--- src/rtl/fft16_pkg.sv ---
// Shared definitions for the 16-point FFT front end: frame length, default
// sample width and the frame loader state encoding.
package fft16_pkg;

    localparam int FFT16_LEN   = 16;
    localparam int FFT16_N     = 18;
    localparam int FFT16_IDX_W = 4;

    typedef enum logic [1:0] {
        FILL = 2'd0,
        RUN  = 2'd1,
        GAP  = 2'd2
    } loader_state_t;

endpackage

--- src/rtl/fft16_sample_bank.sv ---
// One 16-entry complex sample store: indexed write port, whole frame visible
// as flat real/imaginary buses. Contents are deliberately not reset.
module fft16_sample_bank
    import fft16_pkg::*;
#(
    parameter int N = FFT16_N
) (
    input  logic                     clk,
    input  logic                     wr_en,
    input  logic [FFT16_IDX_W-1:0]   wr_idx,
    input  logic [N-1:0]             wr_re,
    input  logic [N-1:0]             wr_im,
    output logic [FFT16_LEN*N-1:0]   rd_re,
    output logic [FFT16_LEN*N-1:0]   rd_im
);

    logic [N-1:0] mem_re [FFT16_LEN];
    logic [N-1:0] mem_im [FFT16_LEN];

    always_ff @(posedge clk) begin
        if (wr_en) begin
            mem_re[wr_idx] <= wr_re;
            mem_im[wr_idx] <= wr_im;
        end
    end

    for (genvar k = 0; k < FFT16_LEN; k++) begin : g_rd
        assign rd_re[k*N +: N] = mem_re[k];
        assign rd_im[k*N +: N] = mem_im[k];
    end

endmodule

--- src/rtl/fft16_frame_loader.sv ---
// Collects 16 streamed complex samples into a frame and runs the level-sensitive
// start/done handshake of fft_16point. FFT16_LOADER_PINGPONG_EN adds a second bank.
module fft16_frame_loader
    import fft16_pkg::*;
#(
    parameter int N = FFT16_N
) (
    input  logic                     clk,
    input  logic                     rst,
    input  logic                     s_valid,
    output logic                     s_ready,
    input  logic signed [N-1:0]      s_re,
    input  logic signed [N-1:0]      s_im,
    output logic [FFT16_LEN*N-1:0]   frame_re,
    output logic [FFT16_LEN*N-1:0]   frame_im,
    output logic                     fft_start,
    input  logic                     fft_done,
    output logic                     frame_done,
    output logic [15:0]              frame_cnt
);

    loader_state_t              state;
    loader_state_t              state_next;
    logic [FFT16_IDX_W-1:0]     wr_idx;
    logic                       accept;
    logic                       last_sample;

    assign accept      = s_valid && s_ready;
    assign last_sample = accept && (wr_idx == 4'd15);

`ifdef FFT16_LOADER_PINGPONG_EN
    // bank names the running bank in RUN/GAP and the filling bank in FILL
    logic                       bank;
    logic                       other_full;
    logic                       wr_bank;
    logic [FFT16_LEN*N-1:0]     rd_re0, rd_im0, rd_re1, rd_im1;

    assign wr_bank = (state == FILL) ? bank : ~bank;

    fft16_sample_bank #(.N(N)) u_bank0 (
        .clk    (clk),
        .wr_en  (accept && !wr_bank),
        .wr_idx (wr_idx),
        .wr_re  (s_re),
        .wr_im  (s_im),
        .rd_re  (rd_re0),
        .rd_im  (rd_im0)
    );

    fft16_sample_bank #(.N(N)) u_bank1 (
        .clk    (clk),
        .wr_en  (accept && wr_bank),
        .wr_idx (wr_idx),
        .wr_re  (s_re),
        .wr_im  (s_im),
        .rd_re  (rd_re1),
        .rd_im  (rd_im1)
    );

    assign frame_re = bank ? rd_re1 : rd_re0;
    assign frame_im = bank ? rd_im1 : rd_im0;
    assign s_ready  = (state == FILL) || !other_full;

    always_ff @(posedge clk) begin
        if (rst) begin
            bank       <= 1'b0;
            other_full <= 1'b0;
        end else if (state == GAP) begin
            bank       <= ~bank;
            other_full <= 1'b0;
        end else if (last_sample && state != FILL) begin
            other_full <= 1'b1;
        end
    end
`else
    fft16_sample_bank #(.N(N)) u_bank (
        .clk    (clk),
        .wr_en  (accept),
        .wr_idx (wr_idx),
        .wr_re  (s_re),
        .wr_im  (s_im),
        .rd_re  (frame_re),
        .rd_im  (frame_im)
    );

    assign s_ready = (state == FILL);
`endif

    always_comb begin
        state_next = state;
        case (state)
            FILL: if (last_sample) state_next = RUN;
            RUN:  if (fft_done)    state_next = GAP;
            GAP: begin
                state_next = FILL;
`ifdef FFT16_LOADER_PINGPONG_EN
                if (other_full || last_sample) state_next = RUN;
`endif
            end
            default: state_next = FILL;
        endcase
    end

    // start/done outputs are registered copies of the next state, so start
    // drops on the same edge that leaves RUN (including the reset edge)
    always_ff @(posedge clk) begin
        if (rst) begin
            state      <= FILL;
            wr_idx     <= '0;
            fft_start  <= 1'b0;
            frame_done <= 1'b0;
            frame_cnt  <= '0;
        end else begin
            state      <= state_next;
            fft_start  <= (state_next == RUN);
            frame_done <= (state_next == GAP);
            if (accept)
                wr_idx <= wr_idx + 4'd1;
            if (state == RUN && state_next == GAP)
                frame_cnt <= frame_cnt + 16'd1;
        end
    end

endmodule

--- config.mk ---
export PLATFORM = sky130hd
export DESIGN_NAME = fft16_frame_loader
export DESIGN_NICKNAME = d
export VERILOG_FILES = /design/src/rtl/fft16_pkg.sv /design/src/rtl/fft16_sample_bank.sv /design/src/rtl/fft16_frame_loader.sv
export SDC_FILE = /design/constraint.sdc
export NUM_CORES = 1
export LEC_CHECK = 0
export BUFFER_PORTS_ARGS = -buffer_cell sky130_fd_sc_hd__buf_4
export CORE_AREA = 2 2 244 246
export DETAILED_ROUTE_END_ITERATION = 6
export DIE_AREA = 0 0 246 248
export PLACE_DENSITY_LB_ADDON = 0.12
export RECOVER_POWER = 50
export SYNTH_ARGS = -nofsm -noshare
export SYNTH_HDL_FRONTEND = slang
export SYNTH_SLANG_ARGS = --single-unit
export TNS_END_PERCENT = 20
--- constraint.sdc ---
create_clock -name clk -period 13.09 [get_ports clk]
set_input_delay 3.2725 -clock clk [delete_from_list [all_inputs] [get_ports clk]]
set_output_delay 3.2725 -clock clk [all_outputs]
set_load 0.02 [all_outputs]
**Word level (Yosys, flattened, before mapping)**

Memory sizes are Yosys's and may differ from the RTL's.
Cells that the tools add are included.

- $add $sub $neg: 2
- Multipliers: 0
- Div/mod/pow operators: 0
- $lt $le $gt $ge: 0
- Eq/ne operators: 4
- Shift-type cells: 0
- Multiplexer cells: 5
- Bitwise logic cells: 0
- Reductions and logical operators: 4

Operators by type and width:

| cell | number |
|---|---|
| 16-bit by 1-bit adder with 16-bit output, second input constant | 1 |
| 4-bit by 1-bit adder with 4-bit output, second input constant | 1 |
| 2-bit by 1-bit == test with 1-bit output, second input constant | 2 |
| 4-bit == test, second input constant | 1 |
| 2-bit 2-to-1 mux | 2 |
| 2-bit case mux with 2 select lines | 1 |
| 1-bit logical AND | 3 |
| 2-bit == test, second input constant | 1 |
| 2-bit logical NOT | 1 |
| 1-bit 2-to-1 mux | 2 |

- Register bits: 24
- Bits in latches: 0
- RAM bits: 576
- Bits in read-only memories: 0
- Input port bits: 40
- Output and inout bits: 595
- Memories: 2

Memories:

| memory | words | bits a word | read ports | clocked after memory_dff | wr ports | RTL line | text |
|---|---|---|---|---|---|---|---|
| u_bank.mem_im | 16 | 18 | 16 | 0 | 1 | fft16_sample_bank.sv:18 | `logic [N-1:0] mem_im [FFT16_LEN];` |
| u_bank.mem_re | 16 | 18 | 16 | 0 | 1 | fft16_sample_bank.sv:17 | `logic [N-1:0] mem_re [FFT16_LEN];` |

**Longest topological paths before layout**

Gate-level depths: netlist of the first run.

- Depth after elaboration: 7
- Gate-level depth with buffers: 6
- Depth with buffers taken out: 5

**By module**

Synthesis of the first run repeated with hierarchy kept, for this count alone.

- Cells, all modules: 716
- Area total of the unflattened synthesis: 18,547.8 µm²

Modules (own cells, without submodules):

| module | times used | cells an instance | area an instance (µm²) |
|---|---|---|---|
| fft16_sample_bank | 1 | 603 | 17,479.3 |
| fft16_frame_loader | 1 | 113 | 1,068.5 |

**Least setup slack after synthesis of the first run**

Ideal clock, no wire load.

- Path kind: input port to flip-flop
- Start point: in s_valid
- End point: mem u_bank.mem_im[3][0] (netlist bit), enable pin
- Library setup time: 0.474 ns
- Arrival time: 6.339 ns
- Path slack: 6.277 ns
- Stages: 3
- Buffers on the path: 0
- Cell sequence: nor3b_2 nand2_1 nor3_1

- Longest elaborated chain between the ends: 3

Ends and longest elaborated chain:

| element | RTL line | text |
|---|---|---|
| start: declaration | fft16_frame_loader.sv:10 | `input logic s_valid,` |
| 1-bit logical AND | fft16_frame_loader.sv:28 | `assign accept = s_valid && s_ready;` |
| 1-bit 2-to-1 mux | fft16_sample_bank.sv:21 | `if (wr_en) begin` |
| 1-bit 2-to-1 mux (implied by the code) | fft16_sample_bank.sv:23 | `mem_im[wr_idx] <= wr_im;` |
| end: declaration | fft16_sample_bank.sv:18 |  |

No other way between the ends.

**Worst setup path after layout of the first run**

- Start point: in s_valid
- End point: mem u_bank.mem_re[4][4] (netlist bit), enable pin

- Longest elaborated chain between the ends: 3

Ends and longest elaborated chain:

| element | RTL line | text |
|---|---|---|
| 1-bit logical AND | fft16_frame_loader.sv:28 |  |
| 1-bit 2-to-1 mux | fft16_sample_bank.sv:21 |  |
| 1-bit 2-to-1 mux (implied by the code) | fft16_sample_bank.sv:22 | `mem_re[wr_idx] <= wr_re;` |
| end: declaration | fft16_sample_bank.sv:17 |  |

No other way between the ends.

==> summary.txt, run 1 <==
Outcome
  – Status: complete, no violations

Pwr
  – Switching share of total power: 20.4%
  – Clock network power share: between 40% and 50%
  – Total Power: 4.01 mW
  – Comb power frac: under 10%
  – Int Pwr: 3.19 mW
  – PD cells: 159 mW/mm^2
  – Max VDD drop: 95.9 uV
  – Sequential share of power: 53.2%
  – Net Sw Power: 0.818 mW
  – Lkg Pwr: 8.71 nW

Finish
  – Non-filler cells, final: 2247
  – N_diodes: 0
  – Nets: ~1500
  – Most common cell after layout, fill and taps aside: edfxtp_1
  – Register area: roughly 0.018 sq mm
  – Area Growth Syn to Fin: 36.8%
  – Layout cell share with drive strength beyond 1: between 30% and 40%
  – Area occupied by multi-input gates: a little over 700 sq um
  – Fin util: 43.3%
  – Fillers: approximately 5300
  – Most frequent cells in the layout: edfxtp_1 (576), buf_4 (353), clkbuf_1 (309)

Worst setup path
  – Worst Path Max Fanout: 27
  – Startpoint Class: input pin
  – Arr. time, crit path: ~6 ns
  – Kind of critical path: input pin to flip-flop
  – WP data required: 13.34 ns
  – Crit. End Element: flip-flop

Synth
  – Post-Synthesis Cells: 716
  – Post-synthesis compound-gate area fraction: less than 1%
  – Fraction of the mapped netlist area in simple logic gates: 2.22%
  – Synth Area in Adders: 0.338%
  – Proportion of netlist area held by the largest area contributor: between 90% and 100%
  – Synthesized area per cell: 25.8 sq um
  – Synth Area in XOR/XNOR: less than 1%
  – Largest family of logic cells by synthesized area: simple AND/OR/NAND/NOR gates
  – Yosys cell types: 33
  – Sequential-to-total area share from yosys stat: 96.1%
  – Synth top area cells: edfxtp_1 (94%), dfxtp_1 (2.6%), nor2_1 (0.67%)
  – Number of storage elements in the synthesis netlist: 600
  – Syn nets: 761
  – Synthesized area: between 0.015 and 0.02 sq mm
  – Ys Warns: 0
  – Post-synth top area cell: edfxtp_1
  – Post-synthesis mux area share: 0.115%

Placement
  – Dpl cells: 2135
  – DP Wirelength: between 40 and 50 mm
  – IO buf count: about 630
  – Routability congestion estimate: between 0.8 and 0.9

Route
  – DRT Wirelength: 62.6 mm
  – Routed Antenna Nets: 0
  – DR pass1 iterations: 5
  – DRT iter0 DRCs: 740
  – DR vias/cell: 4.40
  – Remaining DRCs: 0
  – Routed len/inst: 27.9 microns
  – Via count: just under 10000

Timing
  – Worst Skew: ~0.030 ns
  – Slew Limit Headroom: around 28%
  – Hold slack: 0.484 ns
  – Min Tclk post-route: 5.79 ns
  – Final Hold Vio Count: 0
  – Slew Viols, Final: 0
  – Setup TNS: 0 ns
  – RSZ-0062 raised after global routing: no
  – # setup viols final: 0
  – Worst-margin pin slew: 1.09 ns
  – F_max: between 150 and 200 MHz
  – Crit share post-route: 44.3%

Clocking
  – H-Tree Depth: 2
  – CTS root buf: clkbuf_16
  – # Post-CTS Setup Buffers: 0
  – Clk sinks: 600
  – Worst-Skew Late Latency: just over 0.6 ns
  – Max clock buf depth: 3
  – Clock slew at the register clock pins of the worst setup and hold paths: 0.06 ns
  – Post-cts resize count: 0
  – TritonCTS clock tree: yes
  – Total CTS buffers: 61
  – Post-cts hold buffer count: 0

Hold path
  – Worst hold path type: flip-flop to flip-flop

Floorplan
  – Row Count: 89
  – Die outline area: about 0.061 sq mm
  – Die H: 248 microns
  – Initial Util: 31.6%
  – I/O Pins: 635
  – Core Box Area: 0.0585 sq mm
  – Die width: approximately 250 microns

GRT
  – Global-route wire length before repair: 81.5 mm
  – Vias in the first global route: 9561
  – Total gr overflow: 0
  – Initial antenna violation count: 1
  – Gr usage total: between 10% and 20%
  – Largest net degree at the start of global routing: 37

Flow run
  – MaxCap Viol Count: 0
## path summary, 6_finish.rpt
| path | start | cells past startpoint | slack (ns) | to |
|---|---|---|---|---|
| min | frame_cnt[15] | 2 | 0.48 | frame_cnt[15] |
| min reg2reg | frame_cnt[15] | 2 | 0.48 | frame_cnt[15] |
| max reg2reg | state[1] | 4 | 9.57 | u_bank.mem_re[4][4] |
| max | s_valid | 5 | 7.30 | u_bank.mem_re[4][4] |
## power groups by stage
stage	logic, mW	clock network (mW)	registers, mW
6_report	0.100	1.78	2.13
5_1_grt	0.108	1.89	2.13
4_1_cts	0.117	1.82	2.13
3_5_place_dp	0.117	0	2.17
3_3_place_gp	0.116	0	2.17
2_1_floorplan	0.0119	0	2.20
## cells in the mapped netlist, drive strengths merged
library cell	instances
a21oi	4
a2bb2oi	1
and3	3
and4	1
and4b	1
buf	2
clkbuf	5
dfxtp	24
edfxtp	576
ha	5
inv	4
mux2	1
mux2i	1
nand2	9
nand2b	2
nand3	4
nand3b	1
nand4	6
nor2	34
nor2b	1
nor3	8
nor3b	1
nor4	2
o21ai	2
o41ai	1
or3	2
or4b	1
xnor2	7
xor2	7
## state kept, by name, indices dropped and copies added, names as in the netlist
name and count:
fft_start 1, frame_cnt 16, frame_done 1, state 2, u_bank.mem_im 288, u_bank.mem_re 288, wr_idx 4
## metal layers
| metal | track usage [%] | share of wire, % |
|---|---|---|
| met4 | 4.92 | 2.1 |
| met3 | 6.52 | 8.4 |
| met5 | 0 | 0.021 |
| met1 | 24.0 | 40 |
| met2 | 33.1 | 50 |
## per-stage QoR
stage / setup slack [ns] / instance area, sq um
floorplan: 6.28 / 18500
global placement: 7.41 / 24400
detailed placement: 7.35 / 24400
CTS: 8.00 / 26500
global route: 7.04 / 25300
finish: 7.30 / 25300
## worst max-delay path, stage by stage
cell and delay [ns]:
clkbuf_4 0.10, nor3b_1 0.77, nand2_1 0.39, nor2_1 0.86
buf_4 0.62
## logic make-up (layout without fill, tap and decap cells)
family | after synthesis | count (layout)
xor gates and xnor gates | 14 | 14
AOI/OAI and AO/OA | 8 | 8
buffers and inverters | 11 | 769
and+or+nand+nor | 76 | 76
DFF | 600 | 600
adders and majority gates | 5 | 5
muxes | 2 | 2
## area by class of cell
type | count | area share [%]
sequential | 600 | 70.3
timing repair buffer | 653 | 14.9
clock buffer | 72 | 6.28
tap | 773 | 3.82
multi-input combinational | 105 | 2.79
clock inverter | 40 | 1.81
inverter | 4 | 0.0594
(Power assumes the default switching activity.)
==> run 2, diff against run 1 <==
==> constraint.sdc (replaced) <==
create_clock -name clk -period 5 [get_ports clk]
set_input_delay 1.25 -clock clk [delete_from_list [all_inputs] [get_ports clk]]
set_output_delay 1.25 -clock clk [all_outputs]
set_load 0.02 [all_outputs]
==> summary.txt, run 2 (synthesis gave the netlist of run 1 again) <==
Finish
  – Fin util: 43.3% (about the same)
  – Nets: 1472 (was 1470)
  – Largest regs: u_bank.mem_im x288, u_bank.mem_re x288, frame_cnt x16 (unchanged)
  – Fin area: 0.0253 sq mm (about the same)
  – Most common cell after layout, fill and taps aside: edfxtp_1 (unchanged)
  – Layout cell share with drive strength beyond 1: 31.0% (was 31.2%)
  – N_diodes: 0 (unchanged)
  – Most frequent cells in the layout: edfxtp_1 (576), buf_4 (344), clkbuf_1 (313) (was edfxtp_1 (576), buf_4 (353), clkbuf_1 (309))
  – Area Growth Syn to Fin: 36.8% (about the same)

Pwr
  – Max VDD drop: 272 uV (was 95.9 uV)
  – Int Pwr: 8.37 mW (was 3.19 mW)
  – Comb power frac: 2.4% (was 2.5%)
  – PD cells: 415 mW/mm^2 (was 159 mW/mm^2)
  – Lkg Pwr: 8.69 nW (was 8.71 nW)
  – Net Sw Power: 2.12 mW (was 0.818 mW)
  – Total Power: 10.5 mW (was 4.01 mW)
  – Switching share of total power: 20.2% (was 20.4%)
  – Sequential share of power: 53.2% (about the same)
  – Clock network power share: 44.3% (about the same)

Worst setup path
  – Reg2reg path depth: 4 (unchanged)
  – R2R Setup Slk: 1.65 ns (was 9.57 ns)
  – Startpoint Class: input pin (unchanged)
  – Crit. End Element: flip-flop (unchanged)
  – Worst Path Max Fanout: 30 (was 27)
  – Critical register-to-register path startpoint: state[1] (unchanged)
  – RR Endpoint: u_bank.mem_im[7][6] (was u_bank.mem_re[4][4])
  – Arr. time, crit path: 4.05 ns (was 6.04 ns)
  – Kind of critical path: input pin to flip-flop (unchanged)
  – WP data required: 5.24 ns (was 13.34 ns)

Clocking
  – Post-cts resize count: 0 (unchanged)
  – CTS root buf: clkbuf_16 (unchanged)
  – Post-cts hold buffer count: 0 (unchanged)
  – Worst-Skew Late Latency: 0.61 ns (was 0.62 ns)
  – # Post-CTS Setup Buffers: 0 (unchanged)
  – Total CTS buffers: 60 (was 61)
  – Max clock buf depth: 3 (unchanged)
  – Clock slew at the register clock pins of the worst setup and hold paths: 0.06 ns (about the same)
  – TritonCTS clock tree: yes (unchanged)
  – Clk sinks: 600 (unchanged)
  – H-Tree Depth: 2 (unchanged)

Timing
  – Crit share post-route: 76.0%
  – Worst Skew: 0.0131 ns (was 0.0305 ns)
  – Slew Limit Headroom: 3.64% (was 27.5%)
  – Slew Viols, Final: 0 (unchanged)
  – Setup TNS: 0 ns (unchanged)
  – Min Tclk post-route: 3.80 ns
  – Worst-margin pin slew: 1.45 ns (was 1.09 ns)
  – # setup viols final: 0 (unchanged)
  – Final Hold Vio Count: 0 (unchanged)
  – RSZ-0062 raised after global routing: no (unchanged)
  – Hold slack: 0.493 ns (was 0.484 ns)
  – F_max: 263 MHz

Floorplan
  – I/O Pins: 635 (unchanged)
  – Die width: 246 microns (unchanged)
  – Die outline area: 0.0610 sq mm (unchanged)
  – Initial Util: 31.6% (unchanged)
  – Die H: 248 microns (unchanged)
  – Row Count: 89 (unchanged)
  – Core Box Area: 0.0585 sq mm (unchanged)

Flow run
  – MaxCap Viol Count: 0 (unchanged)

Hold path
  – WHS Path Cells: 2 (unchanged)
  – Worst hold path type: flip-flop to flip-flop (unchanged)
  – Worst hold start: frame_cnt[15] (unchanged)
  – WHS Endpoint: frame_cnt[15] (unchanged)

Route
  – Remaining DRCs: 0 (unchanged)
  – Routed Antenna Nets: 0 (unchanged)
  – DRT iter0 DRCs: 597 (was 740)
  – DR vias/cell: 4.40 (about the same)
  – DRT Wirelength: 63.6 mm (was 62.6 mm)
  – DR pass1 iterations: 4 (was 5)
  – Routed len/inst: 28.2 microns (was 27.9 microns)
  – Via count: 9913 (was 9888)

GRT
  – Gr usage total: 19.9% (was 19.5%)
  – Initial antenna violation count: 1 (unchanged)
  – Vias in the first global route: 9628 (was 9561)
  – Total gr overflow: 0 (unchanged)
  – Global-route wire length before repair: 82.5 mm (was 81.5 mm)
  – Largest net degree at the start of global routing: 37 (unchanged)

Placement
  – DP Wirelength: 44.7 mm (was 43.0 mm)
  – Post-DP Area: 0.0245 sq mm (was 0.0244 sq mm)
  – Routability congestion estimate: 0.820 (was 0.821)
  – IO buf count: 634 (unchanged)

Outcome
  – Status: complete, no violations (unchanged)
[run 2: cell count changes in the layout (fill, tap and decap cells not counted), sizes merged]
cell      delta
clkinvlp     +3
bufinv       +2
buf          -8
clkinv       +7
inv          -1
clkbuf       +1
[run 2: area by class of cell]
cell class	count	area (sq um)
timing repair buffer	656	3770
multi-input combinational	105	722
fill	5309	33200
tap	773	967
clock buffer	62	1510
inverter	4	15.0
clock inverter	51	541
sequential	600	17800
[run 2: power groups by stage]
stage	clock [mW]	sequential, mW	combinational (mW)
2_1_floorplan	0	5.75	0.0312
3_3_place_gp	0	5.69	0.305
3_5_place_dp	0	5.69	0.305
4_1_cts	4.76	5.58	0.305
5_1_grt	4.94	5.59	0.276
6_report	4.65	5.58	0.254
[run 2: through the flow]
step	worst slack [ns]	instances
after floorplan	0.209	716
after global placement	1.22	2138
after detailed placement	1.24	2138
after CTS	1.89	2251
after global routing	0.990	2251
final	1.20	2251
[run 2: critical path, stage by stage]
cell and delay [ns]:
clkbuf_1 0.16, nor3b_1 0.82, nand2_1 0.45, nor2_1 0.74
buf_4 0.58
[run 2: worst max-delay path by stage]
stage,slack [ns],depth (start not counted),from,endpoint
after global placement,1.22,5,s_valid,u_bank.mem_re[4][4]
after detailed placement,1.24,5,s_valid,u_bank.mem_re[4][6]
after CTS,1.89,5,s_valid,u_bank.mem_re[4][12]
after floorplan,0.21,3,s_valid,u_bank.mem_im[3][0]
final,1.20,5,s_valid,u_bank.mem_im[7][6]
after global routing,0.99,5,s_valid,u_bank.mem_im[7][6]
[run 2: layer usage]
metal	share of wire, %	up-vias	wire (microns)	track usage [%]
met5	0	-	0	0
met4	2.5	0	1580	5.51
met3	9.1	82	5800	7.09
met2	50	468	31800	33.8
met1	38	5090	24400	23.9
li1	-	4273	-	-
==> run 3, diff against run 2 <==
==> constraint.sdc (replaced) <==
create_clock -name clk -period 3.8 [get_ports clk]
set_input_delay 0.95 -clock clk [delete_from_list [all_inputs] [get_ports clk]]
set_output_delay 0.95 -clock clk [all_outputs]
set_load 0.02 [all_outputs]
==> summary.txt, run 3 (synthesis gave the netlist of run 1 again) <==
Outcome
  – Status: complete, no violations (unchanged)

Worst setup path
  – Crit. End Element: flip-flop (unchanged)
  – CP most frequent cell: clkbuf_1
  – CP cell instances: clkbuf_1, nor3b_1, nand2_1, nor2_1, clkbuf_1 (was clkbuf_1, nor3b_1, nand2_1, nor2_1, buf_4)
  – Delay-heaviest family, CP: simple AND/OR/NAND/NOR gates (unchanged)
  – Reg2reg path depth: 4 (unchanged)
  – Kind of critical path: input pin to flip-flop (unchanged)
  – Critical register-to-register path startpoint: state[1] (unchanged)
  – R2R Setup Slk: 1.01 ns (was 1.65 ns)
  – Startpoint Class: input pin (unchanged)
  – WP depth: 5 (unchanged)
  – WP data required: 4.02 ns (was 5.24 ns)
  – Max stage delay on crit path: 0.79 ns (was 0.82 ns)
  – Worst Path Max Fanout: 10 (was 30)
  – RR Endpoint: u_bank.mem_im[13][12] (was u_bank.mem_im[7][6])
  – Worst path bufs/invs: 2 (unchanged)
  – Arr. time, crit path: 3.15 ns (was 4.05 ns)
  – Crit path max-delay cell type: nor3b_1 (unchanged)

Placement
  – IO buf count: 634 (unchanged)
  – Routability congestion estimate: 0.816 (was 0.820)
  – Post-DP Area: 0.0246 sq mm (was 0.0245 sq mm)
  – DP Wirelength: 44.7 mm (about the same)

Floorplan
  – Core Box Area: 0.0585 sq mm (unchanged)
  – Die H: 248 microns (unchanged)
  – Die width: 246 microns (unchanged)
  – Initial Util: 31.6% (unchanged)
  – I/O Pins: 635 (unchanged)
  – Die outline area: 0.0610 sq mm (unchanged)
  – Row Count: 89 (unchanged)

Finish
  – Layout cell share with drive strength beyond 1: 33.2% (was 31.0%)
  – Area occupied by multi-input gates: 738 sq um (was 722 sq um)
  – Register area: 0.0178 sq mm (unchanged)
  – Most frequent cells in the layout: edfxtp_1 (576), buf_4 (385), clkbuf_1 (297) (was edfxtp_1 (576), buf_4 (344), clkbuf_1 (313))
  – Fin area: 0.0254 sq mm (was 0.0253 sq mm)
  – Fillers: 5295 (was 5309)
  – Area Growth Syn to Fin: 37.3% (was 36.8%)
  – Most common cell after layout, fill and taps aside: edfxtp_1 (unchanged)
  – Nets: 1482 (was 1472)
  – Largest regs: u_bank.mem_im x288, u_bank.mem_re x288, frame_cnt x16 (unchanged)
  – Fin util: 43.4% (was 43.3%)

Route
  – Remaining DRCs: 0 (unchanged)
  – DRT Wirelength: 63.4 mm (was 63.6 mm)
  – Via count: 9843 (was 9913)
  – DR pass1 iterations: 7 (was 4)
  – Routed Antenna Nets: 0 (unchanged)
  – Routed len/inst: 28.1 microns (was 28.2 microns)
  – DR vias/cell: 4.36 (was 4.40)
  – DRT iter0 DRCs: 718 (was 597)

Pwr
  – Sequential share of power: 54.8% (was 53.2%)
  – Lkg Pwr: 8.79 nW (was 8.69 nW)
  – Int Pwr: 10.7 mW (was 8.37 mW)
  – Comb power frac: 2.7% (was 2.4%)
  – Total Power: 13.4 mW (was 10.5 mW)
  – Switching share of total power: 20.3% (was 20.2%)
  – Clock network power share: 42.5% (was 44.3%)
  – Max VDD drop: 342 uV (was 272 uV)
  – Net Sw Power: 2.72 mW (was 2.12 mW)
  – PD cells: 528 mW/mm^2 (was 415 mW/mm^2)

Clocking
  – Max clock buf depth: 3 (unchanged)
  – Worst-Skew Late Latency: 0.61 ns (about the same)
  – Total CTS buffers: 61 (was 60)
  – Clk sinks: 600 (unchanged)
  – Post-cts hold buffer count: 0 (unchanged)
  – CTS root buf: clkbuf_16 (unchanged)
  – Clock slew at the register clock pins of the worst setup and hold paths: 0.06 ns (about the same)
  – Post-cts resize count: 0 (unchanged)
  – # Post-CTS Setup Buffers: 0 (unchanged)
  – H-Tree Depth: 2 (unchanged)
  – TritonCTS clock tree: yes (unchanged)

Hold path
  – WHS Endpoint: frame_cnt[15] (unchanged)
  – WHS Path Cells: 2 (unchanged)
  – Worst hold path type: flip-flop to flip-flop (unchanged)
  – Worst hold start: frame_cnt[15] (unchanged)

Flow run
  – MaxCap Viol Count: 0 (unchanged)

Timing
  – # setup viols final: 0 (unchanged)
  – Min Tclk post-route: just under 3 ns
  – Worst-margin pin slew: 1.09 ns (was 1.45 ns)
  – Crit share post-route: 77.1%
  – Worst Skew: 0.0168 ns (was 0.0131 ns)
  – Slew Limit Headroom: 27.3% (was 3.64%)
  – RSZ-0062 raised after global routing: no (unchanged)
  – Slew Viols, Final: 0 (unchanged)
  – Final Hold Vio Count: 0 (unchanged)
  – F_max: approximately 340 MHz

GRT
  – Largest net degree at the start of global routing: 29 (was 37)
  – Global-route wire length before repair: 82.1 mm (was 82.5 mm)
  – Initial antenna violation count: 0 (was 1)
  – Total gr overflow: 0 (unchanged)
  – Vias in the first global route: 9490 (was 9628)
  – Gr usage total: 19.7% (was 19.9%)
## run 3: cell types whose count changed in the layout (fill, tap and decap cells not counted), moves of 2 or more
cell | before | now
clkinv_1 | 15 | 4
clkbuf_1 | 313 | 297
bufinv_16 | 11 | 4
buf_4 | 344 | 385
nor3_1 | 6 | 4
clkinv_2 | 18 | 10
clkbuf_8 | 0 | 4
buf_12 | 1 | 4
clkinvlp_4 | 4 | 0
inv_6 | 2 | 4
## run 3: layer usage
metal | wire length [microns] | global-route usage, % | vias to the layer above
met3 | 5230 | 6.50 | 75
met5 | 0 | 0 | -
met1 | 24200 | 23.2 | 5058
li1 | - | - | 4289
met4 | 1320 | 5.06 | 0
met2 | 32700 | 34.7 | 421
## run 3: power groups by stage
stage / combinational, mW / clock, mW / sequential (mW)
global placement: 0.414 / 0 / 7.49
detailed placement: 0.415 / 0 / 7.49
CTS: 0.415 / 5.84 / 7.35
floorplan: 0.0411 / 0 / 7.57
global route: 0.385 / 6.09 / 7.35
finish: 0.360 / 5.71 / 7.35
## run 3: worst max-delay path by stage
stage | startpoint | endpoint | slack [ns]
2_1_floorplan | s_valid | u_bank.mem_im[0][0] | -0.63
3_3_place_gp | s_valid | u_bank.mem_im[4][16] | 0.83
3_5_place_dp | s_valid | u_bank.mem_im[4][2] | 0.79
4_1_cts | s_valid | u_bank.mem_im[4][4] | 1.44
5_1_grt | s_valid | u_bank.mem_im[13][12] | 0.70
6_report | s_valid | u_bank.mem_im[13][12] | 0.87
## run 3: metrics by stage
step	std cells	setup slack, ns	TNS [ns]	hold slack (ns)
after global routing	2256	0.698	0	0.541
after detailed placement	2147	0.791	0	0.493
after floorplan	716	-0.632	-68.23	0.504
after global placement	2147	0.834	0	0.476
after CTS	2256	1.44	0	0.508
final	2257	0.869	0	0.499
## run 3: cell type report
| type | count | area share, % |
|---|---|---|
| well taps | 773 | 3.81 |
| clock buffers | 86 | 6.54 |
| multi-input cells | 105 | 2.91 |
| flip-flops and latches | 600 | 70.0 |
| inverters | 4 | 0.0591 |
| clock inverters | 23 | 0.902 |
| diodes | 1 | 0.00985 |
| repair buffers | 665 | 15.8 |
## run 3: worst register-to-register path: stages, from the launching register on
cell and delay (ns):
dfxtp_1 0.37, nor3b_1 0.80, nand2_1 0.40, nor2_1 0.22, clkbuf_1 0.63
